===== src/rtl/booth_mac_accumulator_if.sv =====
// Beat-in / frame-result-out bundle for the Booth MAC accumulator.
// The producer/consumer side uses master; the accumulator uses slave.
interface booth_mac_accumulator_if #(
   parameter int ACC_W = 12,
   parameter int CNT_W = 3
);
   logic [7:0]              prod;
   logic                    sign;
   logic                    in_valid;
   logic                    in_ready;
   logic                    clear;
   logic signed [ACC_W-1:0] result;
   logic                    out_valid;
   logic                    out_ready;
   logic                    ovf;
   logic [CNT_W-1:0]        term_cnt;

   modport master (
      output prod, sign, in_valid, clear, out_ready,
      input  in_ready, result, out_valid, ovf, term_cnt
   );

   modport slave (
      input  prod, sign, in_valid, clear, out_ready,
      output in_ready, result, out_valid, ovf, term_cnt
   );
endinterface


===== src/rtl/booth_mac_accumulator.sv =====
// Saturating MAC that folds N_TERMS sign-magnitude Booth products into one
// signed frame sum and hands it off over a valid/ready port.
module booth_mac_accumulator #(
   parameter int ACC_W   = 12,
   parameter int N_TERMS = 4,
   parameter int CNT_W   = 3
) (
   input  logic                   clk,
   input  logic                   rst,
   booth_mac_accumulator_if.slave bus
);

   // Two guard bits beyond ACC_W keep acc + val from wrapping even at the
   // narrowest accumulator widths, so the clamp always sees the true sum.
   localparam int SW = ACC_W + 2;
   localparam logic signed [SW-1:0] ACC_MAX = SW'((2 ** (ACC_W - 1)) - 1);
   localparam logic signed [SW-1:0] ACC_MIN = SW'(-(2 ** (ACC_W - 1)));
   localparam logic [CNT_W-1:0]     LAST    = CNT_W'(N_TERMS - 1);

   typedef enum logic {
      S_ACC  = 1'b0,
      S_HOLD = 1'b1
   } state_t;

   function automatic logic signed [SW-1:0] to_twos(input logic [7:0] mag,
                                                    input logic       neg);
      logic signed [SW-1:0] ext;
      ext = $signed({{(SW - 8){1'b0}}, mag});
      return neg ? -ext : ext;
   endfunction

   function automatic logic signed [ACC_W-1:0] saturate(input logic signed [SW-1:0] s);
      if (s > ACC_MAX)
         return $signed(ACC_MAX[ACC_W-1:0]);
      else if (s < ACC_MIN)
         return $signed(ACC_MIN[ACC_W-1:0]);
      else
         return $signed(s[ACC_W-1:0]);
   endfunction

   function automatic logic out_of_range(input logic signed [SW-1:0] s);
      return (s > ACC_MAX) || (s < ACC_MIN);
   endfunction

   state_t                  state_p0;
   state_t                  state_nxt;
   logic signed [ACC_W-1:0] acc_p0;
   logic signed [ACC_W-1:0] result_p1;
   logic                    ovf_p0;
   logic [CNT_W-1:0]        cnt_p0;
   logic                    vld_p1;

   logic signed [SW-1:0]    val_c;
   logic signed [SW-1:0]    acc_ext_c;
   logic signed [SW-1:0]    sum_c;
   logic signed [ACC_W-1:0] sat_c;
   logic                    beat_ovf_c;
   logic                    accept;
   logic                    last_beat;
   logic                    handoff;

   // Stage 0: operand rebuild, add and per-beat clamp
   always_comb begin
      val_c      = to_twos(bus.prod, bus.sign);
      acc_ext_c  = $signed({{2{acc_p0[ACC_W-1]}}, acc_p0});
      sum_c      = acc_ext_c + val_c;
      sat_c      = saturate(sum_c);
      beat_ovf_c = out_of_range(sum_c);
   end

   assign bus.in_ready = (state_p0 == S_ACC) && !rst;
   assign accept       = bus.in_valid && bus.in_ready && !bus.clear;
   assign last_beat    = accept && (cnt_p0 == LAST);
   assign handoff      = (state_p0 == S_HOLD) && bus.out_ready && !bus.clear;

   always_ff @(posedge clk or posedge rst) begin
      if (rst)
         state_p0 <= S_ACC;
      else
         state_p0 <= state_nxt;
   end

   always_comb begin
      state_nxt = state_p0;
      if (bus.clear) begin
         state_nxt = S_ACC;
      end else begin
         case (state_p0)
            S_ACC:   if (last_beat) state_nxt = S_HOLD;
            S_HOLD:  if (handoff)   state_nxt = S_ACC;
            default: state_nxt = S_ACC;
         endcase
      end
   end

   always_ff @(posedge clk or posedge rst) begin
      if (rst) begin
         acc_p0    <= '0;
         cnt_p0    <= '0;
         ovf_p0    <= 1'b0;
         result_p1 <= '0;
      end else if (bus.clear) begin
         acc_p0 <= '0;
         cnt_p0 <= '0;
         ovf_p0 <= 1'b0;
      end else if (accept) begin
         ovf_p0 <= ovf_p0 | beat_ovf_c;
         if (last_beat) begin
            acc_p0    <= '0;
            cnt_p0    <= '0;
            result_p1 <= sat_c;
         end else begin
            acc_p0 <= sat_c;
            cnt_p0 <= cnt_p0 + CNT_W'(1);
         end
      end else if (handoff) begin
         ovf_p0 <= 1'b0;
      end
   end

   // Stage 1: frame result presented while the FSM sits in HOLD
   assign vld_p1        = (state_p0 == S_HOLD);
   assign bus.out_valid = vld_p1;
   assign bus.result    = result_p1;
   assign bus.ovf       = ovf_p0;
   assign bus.term_cnt  = cnt_p0;

endmodule


===== src/flat_wrapper.sv =====
// flat-port wrapper written by rule: the top's interface ports become plain ports
module booth_mac_accumulator_flat 
#(
   parameter int ACC_W   = 12,
   parameter int N_TERMS = 4,
   parameter int CNT_W   = 3
)
  (clk, rst, bus_prod, bus_sign, bus_in_valid, bus_clear, bus_out_ready, bus_in_ready, bus_result, bus_out_valid, bus_ovf, bus_term_cnt);
  booth_mac_accumulator_if #(.ACC_W(ACC_W), .CNT_W(CNT_W)) bus_i ();
  input  logic clk;
  input  logic rst;
  input wire logic [$bits(bus_i.prod)-1:0] bus_prod;
  input wire logic [$bits(bus_i.sign)-1:0] bus_sign;
  input wire logic [$bits(bus_i.in_valid)-1:0] bus_in_valid;
  input wire logic [$bits(bus_i.clear)-1:0] bus_clear;
  input wire logic [$bits(bus_i.out_ready)-1:0] bus_out_ready;
  output wire logic [$bits(bus_i.in_ready)-1:0] bus_in_ready;
  output wire logic [$bits(bus_i.result)-1:0] bus_result;
  output wire logic [$bits(bus_i.out_valid)-1:0] bus_out_valid;
  output wire logic [$bits(bus_i.ovf)-1:0] bus_ovf;
  output wire logic [$bits(bus_i.term_cnt)-1:0] bus_term_cnt;
  assign bus_i.prod = bus_prod;
  assign bus_i.sign = bus_sign;
  assign bus_i.in_valid = bus_in_valid;
  assign bus_i.clear = bus_clear;
  assign bus_i.out_ready = bus_out_ready;
  assign bus_in_ready = bus_i.in_ready;
  assign bus_result = bus_i.result;
  assign bus_out_valid = bus_i.out_valid;
  assign bus_ovf = bus_i.ovf;
  assign bus_term_cnt = bus_i.term_cnt;
  booth_mac_accumulator #(.ACC_W(ACC_W), .N_TERMS(N_TERMS), .CNT_W(CNT_W)) u_core (.clk(clk), .rst(rst), .bus(bus_i));
endmodule

===== config.mk =====
export PLATFORM = sky130hd
export DESIGN_NAME = booth_mac_accumulator_flat
export DESIGN_NICKNAME = d
export VERILOG_FILES = /design/src/rtl/booth_mac_accumulator_if.sv /design/src/rtl/booth_mac_accumulator.sv /design/src/flat_wrapper.sv
export SDC_FILE = /design/constraint.sdc
export NUM_CORES = 1
export LEC_CHECK = 0
export ABC_AREA = 1
export BUFFER_PORTS_ARGS = -buffer_cell sky130_fd_sc_hd__buf_2
export CORE_ASPECT_RATIO = 0.5
export CORE_MARGIN = 2
export CORE_UTILIZATION = 59
export CTS_CLUSTER_SIZE = 28
export DETAILED_ROUTE_END_ITERATION = 16
export PLACE_DENSITY = 0.9
export SLEW_MARGIN = 20
export SYNTH_ARGS = -nofsm -noshare
export SYNTH_HDL_FRONTEND = slang
export SYNTH_SLANG_ARGS = --single-unit

===== constraint.sdc =====
create_clock -name clk -period 3.5 [get_ports clk]
set_input_delay 0.525 -clock clk [delete_from_list [all_inputs] [get_ports clk]]
set_output_delay 0.525 -clock clk [all_outputs]
set_load 0.03 [all_outputs]

; Word level (Yosys, flattened, before mapping)
; Cells that the tools add are included.
[totals]
register_bits = 29
inputBits = 14
elab_cells = 42
[op_classes]
n_addsub = 3
n_lt_le_gt_ge = 2
eq_ne = 1
n_mux = 16
bitwise_logic = 3
n_reduce_logical = 12
[op_table]
columns = operator, n
row1 = $mux 12, 5
row2 = $add 12x14->14, 1
row3 = $gt 14x12->1 const B, 1
row4 = $lt 14x12->1 const B, 1
row5 = $mux 14, 1
row6 = $neg 8->14, 1
row7 = $mux 3, 3
row8 = $logic_and 1x1->1, 6
row9 = $mux 1, 6
row10 = $add 3x1->3 const B, 1
row11 = $eq 3x2->1 const B, 1
row12 = $reduce_and 3->1, 1
row13 = $reduce_bool 3->1, 1
row14 = $logic_not 1->1, 2
row15 = $not 1->1, 2
row16 = $pmux 1 s2, 1
row17 = $reduce_bool 2->1, 1
row18 = $logic_or 1x1->1, 1
row19 = $or 1x1->1, 1

; Logic depth before layout (Yosys ltp)
; Gate-level depths: netlist of the first run.
[logic_depth]
word_depth = 9
ltp_mapped = 23
ltp_nobuf = 22

; Worst setup path before layout of the first run
; No wires, ideal clock.
[synth_timing]
path_type = input to register
startpoint = input port bus_prod[1]
endpoint = register u_core.result_p1[4], in the netlist u_core.bus.result[4]
setup_time_ns = 0.117
arrival_time_ns = 2.492
t_required_ns = 3.383
setup_slack_ns = 0.892
stages = 23
path_buffers = 1
cell_sequence = inv_1 -> ha_1 -> nand2_1 -> nor2_1 -> nand2_1 -> nand2_1 -> xor2_1 -> ha_1 -> nand2_1 -> nand2_1 -> nand2_1 -> nand2_1 -> nand2_2 -> nand2_1 -> nor2_1 -> nand2_1 -> nand2_2 -> nand2_4 -> buf_12 -> nand2_2 -> nand2_2 -> nand2_1 -> nand2_1
[synth_via]
elab_chain_len = 6
[synth_lines]
columns = item, line
row1 = from (decl), flat_wrapper.sv:12  ; input wire logic [$bits(bus_i.prod)-1:0] bus_prod;
row2 = $neg 8->14, booth_mac_accumulator.sv:29  ; return neg ? -ext : ext;
row3 = $mux 14 *, booth_mac_accumulator.sv:29
row4 = $add 12x14->14 *, booth_mac_accumulator.sv:66  ; sum_c = acc_ext_c + val_c;
row5 = $lt 14x12->1, booth_mac_accumulator.sv:35  ; else if (s < ACC_MIN)
row6 = $mux 12, booth_mac_accumulator.sv:35
row7 = $mux 12 *, booth_mac_accumulator.sv:33  ; if (s > ACC_MAX)
row8 = to (signal assigned), booth_mac_accumulator.sv:111  ; result_p1 <= sat_c;
row9 = to (decl), booth_mac_accumulator.sv:48  ; logic signed [ACC_W-1:0] result_p1;
; Every way passes the cells marked *; elsewhere a longest branch is shown, timed or not.
; A chain may end at the register's enable or synchronous reset.

; Worst setup path after layout of the first run
[layout_timing]
startpoint = input port bus_prod[0]
endpoint = register u_core.result_p1[1], in the netlist u_core.bus.result[1]
; Same word-level chain as after synthesis.

==> impl_results.md, run 1 <==
* Status: complete, no violations
* Max VDD drop at 0.365 mV
* Max Cap Violations at 0
* Fin nets at roughly 410
* Synth warn at 0
* Post-Route WL at ~6 mm
* Fillers at 334
* Worst Clk Skew at 0.00644 ns
* Pins Over Slew Limit at 0
* Mean Syn Cell Area at slightly below 7 um^2
* Ys async rst share at 1.00
* Buffers on Ports at 31
* Setup violators final at 0
* Largest area contributor in the netlist: dfrtp_1
* Die width at 94.4 um
* Worst path cell trace: buf_2 -> inv_1 -> ha_1 -> nand2_1 -> nor2_1 -> nand2_1 -> nand2_1 -> xor2_1 -> ha_1 -> nand2_1 -> inv_2 -> nand2_1 -> nand2_1 -> nand2_1 -> nand4_1 -> nand2_1 -> nand2_1 -> nand2_2 -> nand2_1 -> nand3_1 -> nand2_1
* Worst Hold Class: input port to asynchronous set/reset pin
* Max-slew headroom at 0.404
* Seq. cell area at 726 um^2
* Hold Fails Final Rpt at 0
* Worst path max stage delay at around 0.34 ns
* Global-route wire length before repair at ~9.9 mm
* Number of DRC markers in iteration 0 at roughly 150
* CTS tree: done
* Worst-path clk slew at about 0.060 ns
* Die area at roughly 4600 um^2
* Cells after Synth at 350
* CTS Hold Bufs at 0
* Worst-path maximum fanout at 12
* Ys flop type: dfrtp_1
* Tmin final at approximately 3.0 ns
* Reg-to-reg critical path endpoint: u_core.bus.result[1]
* Total grt overflow at 0
* Tightest Pin Transition at roughly 0.89 ns
* Post-CTS sizing at 0
* Placed cell area at 2570 um^2
* Total GRT Usage at 0.276
* PwrDens at about 400 nW/um^2
* Area contributors post-synth: dfrtp_1 (30%), nand2_1 (23%), ha_1 (8.3%)
* DR vias/cell at around 5.3
* Routability Congestion at approximately 0.89
* Antenna viol nets, final at 0
* Root Driver: clkbuf_8
* Row count at 16
* Die height at 49.2 um
* Critical Path AT at approximately 3.1 ns
* Area Overhead vs Synth at 10.2%
* Area of the multi-input gates at ~1500 um^2
* Seq cells post-synth at 29
* Distinct cell type count after synthesis at 31
* Setup tns final at 0 ns
* # Post-CTS Setup Buffers at 0
* Share of cells above drive strength 1 at 0.201
* R2R setup slack at 1.11 ns
* WL per Instance at roughly 13 um
* Core region area at a little under 4000 um^2
* Vias in the first global route at 2180
* CP Capture Type: flop
* Type of origin of the critical path: input port
* IO Pins at 32
* Achievable frequency at 338 MHz
* Leak at approximately 1.6 nW
* Most used cell, CP: nand2_1
* Crit-path slowest cell: ha_1
* Final instance area at ~2700 um^2
* Area share of the largest cell type after synthesis at 0.301
* Synth Cell Area at approximately 2400 um^2
* Largest net degree at the start of global routing at 30
* Power Total at approximately 1.1 mW
* Worst EP required at between 3 and 4 ns
* Post-synth top cells: nand2_1 (145), inv_1 (40), dfrtp_1 (29)
* Skew-Pair Late Insertion Delay at about 0.28 ns
* Reg2Reg Depth at 13
* Critical path depth at 21
* DP HPWL at approximately 4.5 mm
* H-tree levels at 2
* Final period utilization at 0.845
* Clock buffer depth at 2
* Initial core utilization at 0.617
* Vias at 2320
* Syn_nets at roughly 380
* Crit Path Class: input port to flop
* EDFF count, synth at 0
* CP delay by family, top: simple AND/OR/NAND/NOR gates
* Reg-to-reg critical path startpoint: u_core.acc_p0[0]
* Most numerous cell in the Yosys netlist: nand2_1
* DRC at 0
* Antenna violations before repair at 0
* Clock sinks at 29
* Sequential element share of the synthesized area at 0.301
* Bufs and invs on worst path at 3
* Num CTS Buffers at 5
* Router iterations before antenna repair at 6
* RSZ-0062 raised after global routing: no
* Antenna cells at 0
[how the worst max path moves through the flow]
| stage | start | endpoint |
|---|---|---|
| 2_1_floorplan | bus_prod[1] | u_core.bus.result[4] |
| 3_3_place_gp | bus_prod[0] | u_core.bus.result[0] |
| 3_5_place_dp | bus_prod[0] | u_core.bus.result[1] |
| 4_1_cts | bus_prod[0] | u_core.bus.result[1] |
| 5_1_grt | bus_prod[0] | u_core.bus.result[0] |
| 6_report | bus_prod[0] | u_core.bus.result[1] |
[layout make-up]
class,count,share of cell area
multi-input cells,269,0.546
repair buffers,32,0.0613
inverters,45,0.0636
flip-flops and latches,29,0.273
well taps,54,0.0254
clock buffers,8,0.0302
[metal layers]
metal  wire (um)  up-vias  GRT usage
met5           0        -          0
met4         119        0      0.104
met3         485       14     0.0464
met2        2570      100      0.419
met1        2710     1061      0.397
li1            -     1145          -
[stage by stage]
stage                     hold WS (ns)  cells   util  worst slack [ns]
after floorplan                  0.453    350      -             0.892
after global placement           0.461    429  0.660             0.390
after detailed placement         0.460    429  0.660             0.324
after CTS                        0.476    437  0.680             0.592
after global routing             0.383    437  0.680             0.297
final                            0.323    437  0.680             0.542
[worst register-to-register path: cells and delay by family (launching register included)]
kind	cells	cell delay, ns
AO/OA/AOI/OAI	1	0.29
adder cells (fa/ha/maj)	2	0.63
buffers and inverters	1	0.06
flip-flops	1	0.35
AND/OR/NAND/NOR	9	0.96
[cell usage in the layout (no fill, tap or decap), drive strengths merged]
| cell | instances |
|---|---|
| a21boi | 2 |
| a21oi | 9 |
| ha | 16 |
| nor2 | 22 |
| nand3b | 1 |
| xnor2 | 8 |
| dfrtp | 29 |
| xor2 | 7 |
| nand2 | 166 |
| o21ai | 9 |
| buf | 32 |
| nand3 | 18 |
| a31oi | 1 |
| o21bai | 1 |
| a22o | 1 |
| nand4 | 5 |
| clkinv | 1 |
| nor3 | 2 |
| fa | 1 |
| clkbuf | 8 |
| inv | 44 |
[flip-flops by register name, indices dropped and copies added (netlist names)]
register              cells
u_core.acc_p0            12
u_core.bus.result        12
u_core.bus.term_cnt       3
u_core.bus.out_valid      1
u_core.bus.ovf            1
[cell families after synthesis]
group                      Yosys count  share of synthesized area
buffers and inverters               52                     0.0971
xor gates and xnor gates            15                     0.0545
and+or+nand+nor                    214                      0.398
adders and majority gates           17                     0.0914
AOI/OAI and AO/OA                   23                     0.0576
DFF                                 29                      0.301
[power breakdown]
part           switching [mW]  internal, mW  leakage, nW
Combinational           0.287         0.139         1.15
Sequential             0.0190         0.357        0.398
Clock                   0.119         0.141       0.0395
Total                   0.425         0.637         1.59
Note: power is estimated with default switching activity, not from simulation.
==> run 2: changes to the inputs <==
Settings changed: CORE_UTILIZATION 59 to 53, PLACE_DENSITY 0.9 to 0.86.
Clock period 3.5 ns to 2.4 ns, I/O delays scaled along.
==> run 2 against run 1 <==
Effect of this change: the run now ends with setup timing left; highest routed layer unchanged; hold slack got worse by 0.18 ns; critical endpoint is now u_core.bus.result[5]; sequential power increased by 49%; register-to-register slack got worse by 0.97 ns; combinational power increased to 2.6 times the previous value; total power increased by 93%; sequential share of layout area shrank 6.8 points; cell count up 12%; clock skew up 0.0040 ns; utilization increased by 12 points; design area is 33% higher; global-route usage is 1.7 points higher; non-clock buffer count grew 49.
==> impl_results.md, run 2 (synthesized netlist as in run 1, its figures left out) <==
* Vias at 2984 (was 2320)
* Setup tns final at -2.65 ns (was 0 ns)
* Failing checks: setup timing
* Die height at 51.7 um (was 49.2 um)
* Root Driver: clkbuf_8 (unchanged)
* Clock buffer depth at 2 (unchanged)
* DP HPWL at 5.15 mm (was 4.53 mm)
* Area Overhead vs Synth at 46.4% (was 10.2%)
* CTS tree: done (unchanged)
* Crit Path Class: input port to flop (unchanged)
* Type of origin of the critical path: input port (unchanged)
* Max VDD drop at 0.525 mV (was 0.365 mV)
* Max Cap Violations at 0 (unchanged)
* Fin nets at 464 (was 413)
* Antenna cells at 0 (unchanged)
* Worst-path maximum fanout at 7 (was 12)
* DR vias/cell at 6.08 (was 5.31)
* Global-route wire length before repair at 11.7 mm (was 9.89 mm)
* Pins Over Slew Limit at 0 (unchanged)
* Commonest non-fill, non-tap cell in the layout: nand2_1 (unchanged)
* Max-slew headroom at 0.756 (was 0.404)
* Router iterations before antenna repair at 5 (was 6)
* Total GRT Usage at 0.292 (was 0.276)
* Post-Route WL at 9.73 mm (was 5.88 mm)
* Worst-path clk slew at 0.07 ns (was 0.06 ns)
* Most frequent cells in the layout: nand2_1 (101), buf_4 (49), nand2_2 (47), inv_1 (35), dfrtp_1 (29) (was nand2_1 (145), inv_1 (39), buf_2 (31), dfrtp_1 (29), nand2_2 (19))
* Final setup margin at -0.165 ns (was 0.542 ns)
* Buffers on Ports at 31 (unchanged)
* Clock sinks at 29 (unchanged)
* DRC at 0 (unchanged)
* Worst Hold Class: input port to asynchronous set/reset pin (unchanged)
* Die width at 99.4 um (was 94.4 um)
* CP Capture Type: flop (unchanged)
* Total grt overflow at 0 (unchanged)
* Vias in the first global route at 2501 (was 2180)
* Critical Path AT at 2.74 ns (was 3.13 ns)
* Status: finished, violations left (was complete, no violations)
* Tmin final at between 2 and 3 ns
* PwrDens at 580 nW/um^2 (was 400 nW/um^2)
* Hold Fails Final Rpt at 0 (unchanged)
* Share of cells above drive strength 1 at 0.468 (was 0.201)
* Achievable frequency at between 300 and 400 MHz
* Antenna violations before repair at 0 (unchanged)
* Die area at 5130 um^2 (was 4640 um^2)
* Setup violators final at 25 (was 0)
* Final period utilization at 1.07
* Tightest Pin Transition at 0.366 ns (was 0.890 ns)
* Leak at 1.92 nW (was 1.59 nW)
* Antenna viol nets, final at 0 (unchanged)
* RSZ-0062 raised after global routing: yes (was no)
* Skew-Pair Late Insertion Delay at 0.29 ns (was 0.28 ns)
* Core region area at 4380 um^2 (was 3900 um^2)
* Largest net degree at the start of global routing at 30 (unchanged)
* WL per Instance at 19.8 um (was 13.4 um)
* Number of DRC markers in iteration 0 at 278 (was 151)
* H-tree levels at 2 (unchanged)
* Routability Congestion at 0.974 (was 0.891)
* Worst EP required at 2.57 ns (was 3.67 ns)
* Worst Clk Skew at 0.0104 ns (was 0.00644 ns)
* Post-layout util at 0.805 (was 0.680)
* IO Pins at 32 (unchanged)
* Initial core utilization at 0.550 (was 0.617)
* Row count at 17 (was 16)
* Num CTS Buffers at 5 (unchanged)
## run 2: changes by cell type in the layout (fill, tap and decap cells not counted), moves of 4 or more
cell / before / now
buf_4: 1 / 49
nand2_1: 145 / 101
nand2_2: 19 / 47
nand2_4: 2 / 14
ha_1: 16 / 6
ha_4: 0 / 8
nand2_8: 0 / 6
inv_1: 39 / 35
nor2_1: 17 / 13
nor2_4: 2 / 6
## run 2: power by group
part	leakage (nW)	switching, mW	internal [mW]
Clock	0.0450	0.197	0.200
Combinational	1.48	0.665	0.423
Sequential	0.398	0.0395	0.521
## run 2: routing by layer
metal  vias up  track usage  part of all wire
met2       282        0.505              0.43
met5         -            0                 0
met1      1362        0.381              0.38
met3        89       0.0390              0.13
li1       1251            -                 -
met4         0        0.114             0.067
## run 2: final timing paths
| path | slack [ns] | depth (start not counted) | from | to |
|---|---|---|---|---|
| min | 0.14 | 3 | rst | u_core.bus.term_cnt[1] |
| min in group clk | 0.37 | 4 | bus_out_ready | u_core.bus.out_valid |
| min reg2reg | 0.49 | 2 | u_core.bus.result[5] | u_core.bus.result[5] |
| max in group asynchronous | 1.98 | 3 | rst | u_core.bus.out_valid |
| max reg2reg | 0.14 | 14 | u_core.acc_p0[3] | u_core.bus.result[5] |
| max | -0.16 | 22 | bus_prod[3] | u_core.bus.result[5] |
## run 2: metrics by stage
step	setup slack [ns]	std cells	instance area, um^2	hold WS, ns	power [mW]
finish	-0.165	491	3530	0.141	2.05
global route	-0.269	491	3530	0.187	2.11
CTS	0.00294	485	3080	0.157	1.71
detailed placement	-0.414	475	2920	0.458	1.29
global placement	-0.309	475	2920	0.447	1.26
floorplan	0.0136	350	2430	0.438	1.04
## run 2: final cells by class
type / count / area, um^2
clock buffers: 6 / 72.6
clock inverters: 2 / 10.0
fillers: 225 / 855
inverters: 45 / 176
multi-input cells: 271 / 1910
flip-flops and latches: 29 / 726
well taps: 57 / 71.3
repair buffers: 81 / 557
## run 2: what timing repair did
item	4_1_cts	5_1_grt
gates resized for setup	14	96
setup buffers	1	5
cloned	1	1
pin swaps	12	43
endpoints found under the setup margin	23	25
hold buffers	0	0
## run 2: worst max-delay path: stages
cell     delay (ns)
buf_2          0.13
nor2_4         0.13
nand2_2        0.11
nor2_4         0.16
nand3_2        0.09
nand2_2        0.09
xnor2_2        0.10
ha_4           0.33
nand2_4        0.07
inv_2          0.10
nand2_2        0.06
nand2_2        0.09
nand2_2        0.07
buf_4          0.14
nand3_2        0.09
nand2_2        0.07
nand2_4        0.12
nand2_8        0.10
nand2_2        0.09
nand2_2        0.09
nand2_2        0.07
nand2_1        0.05
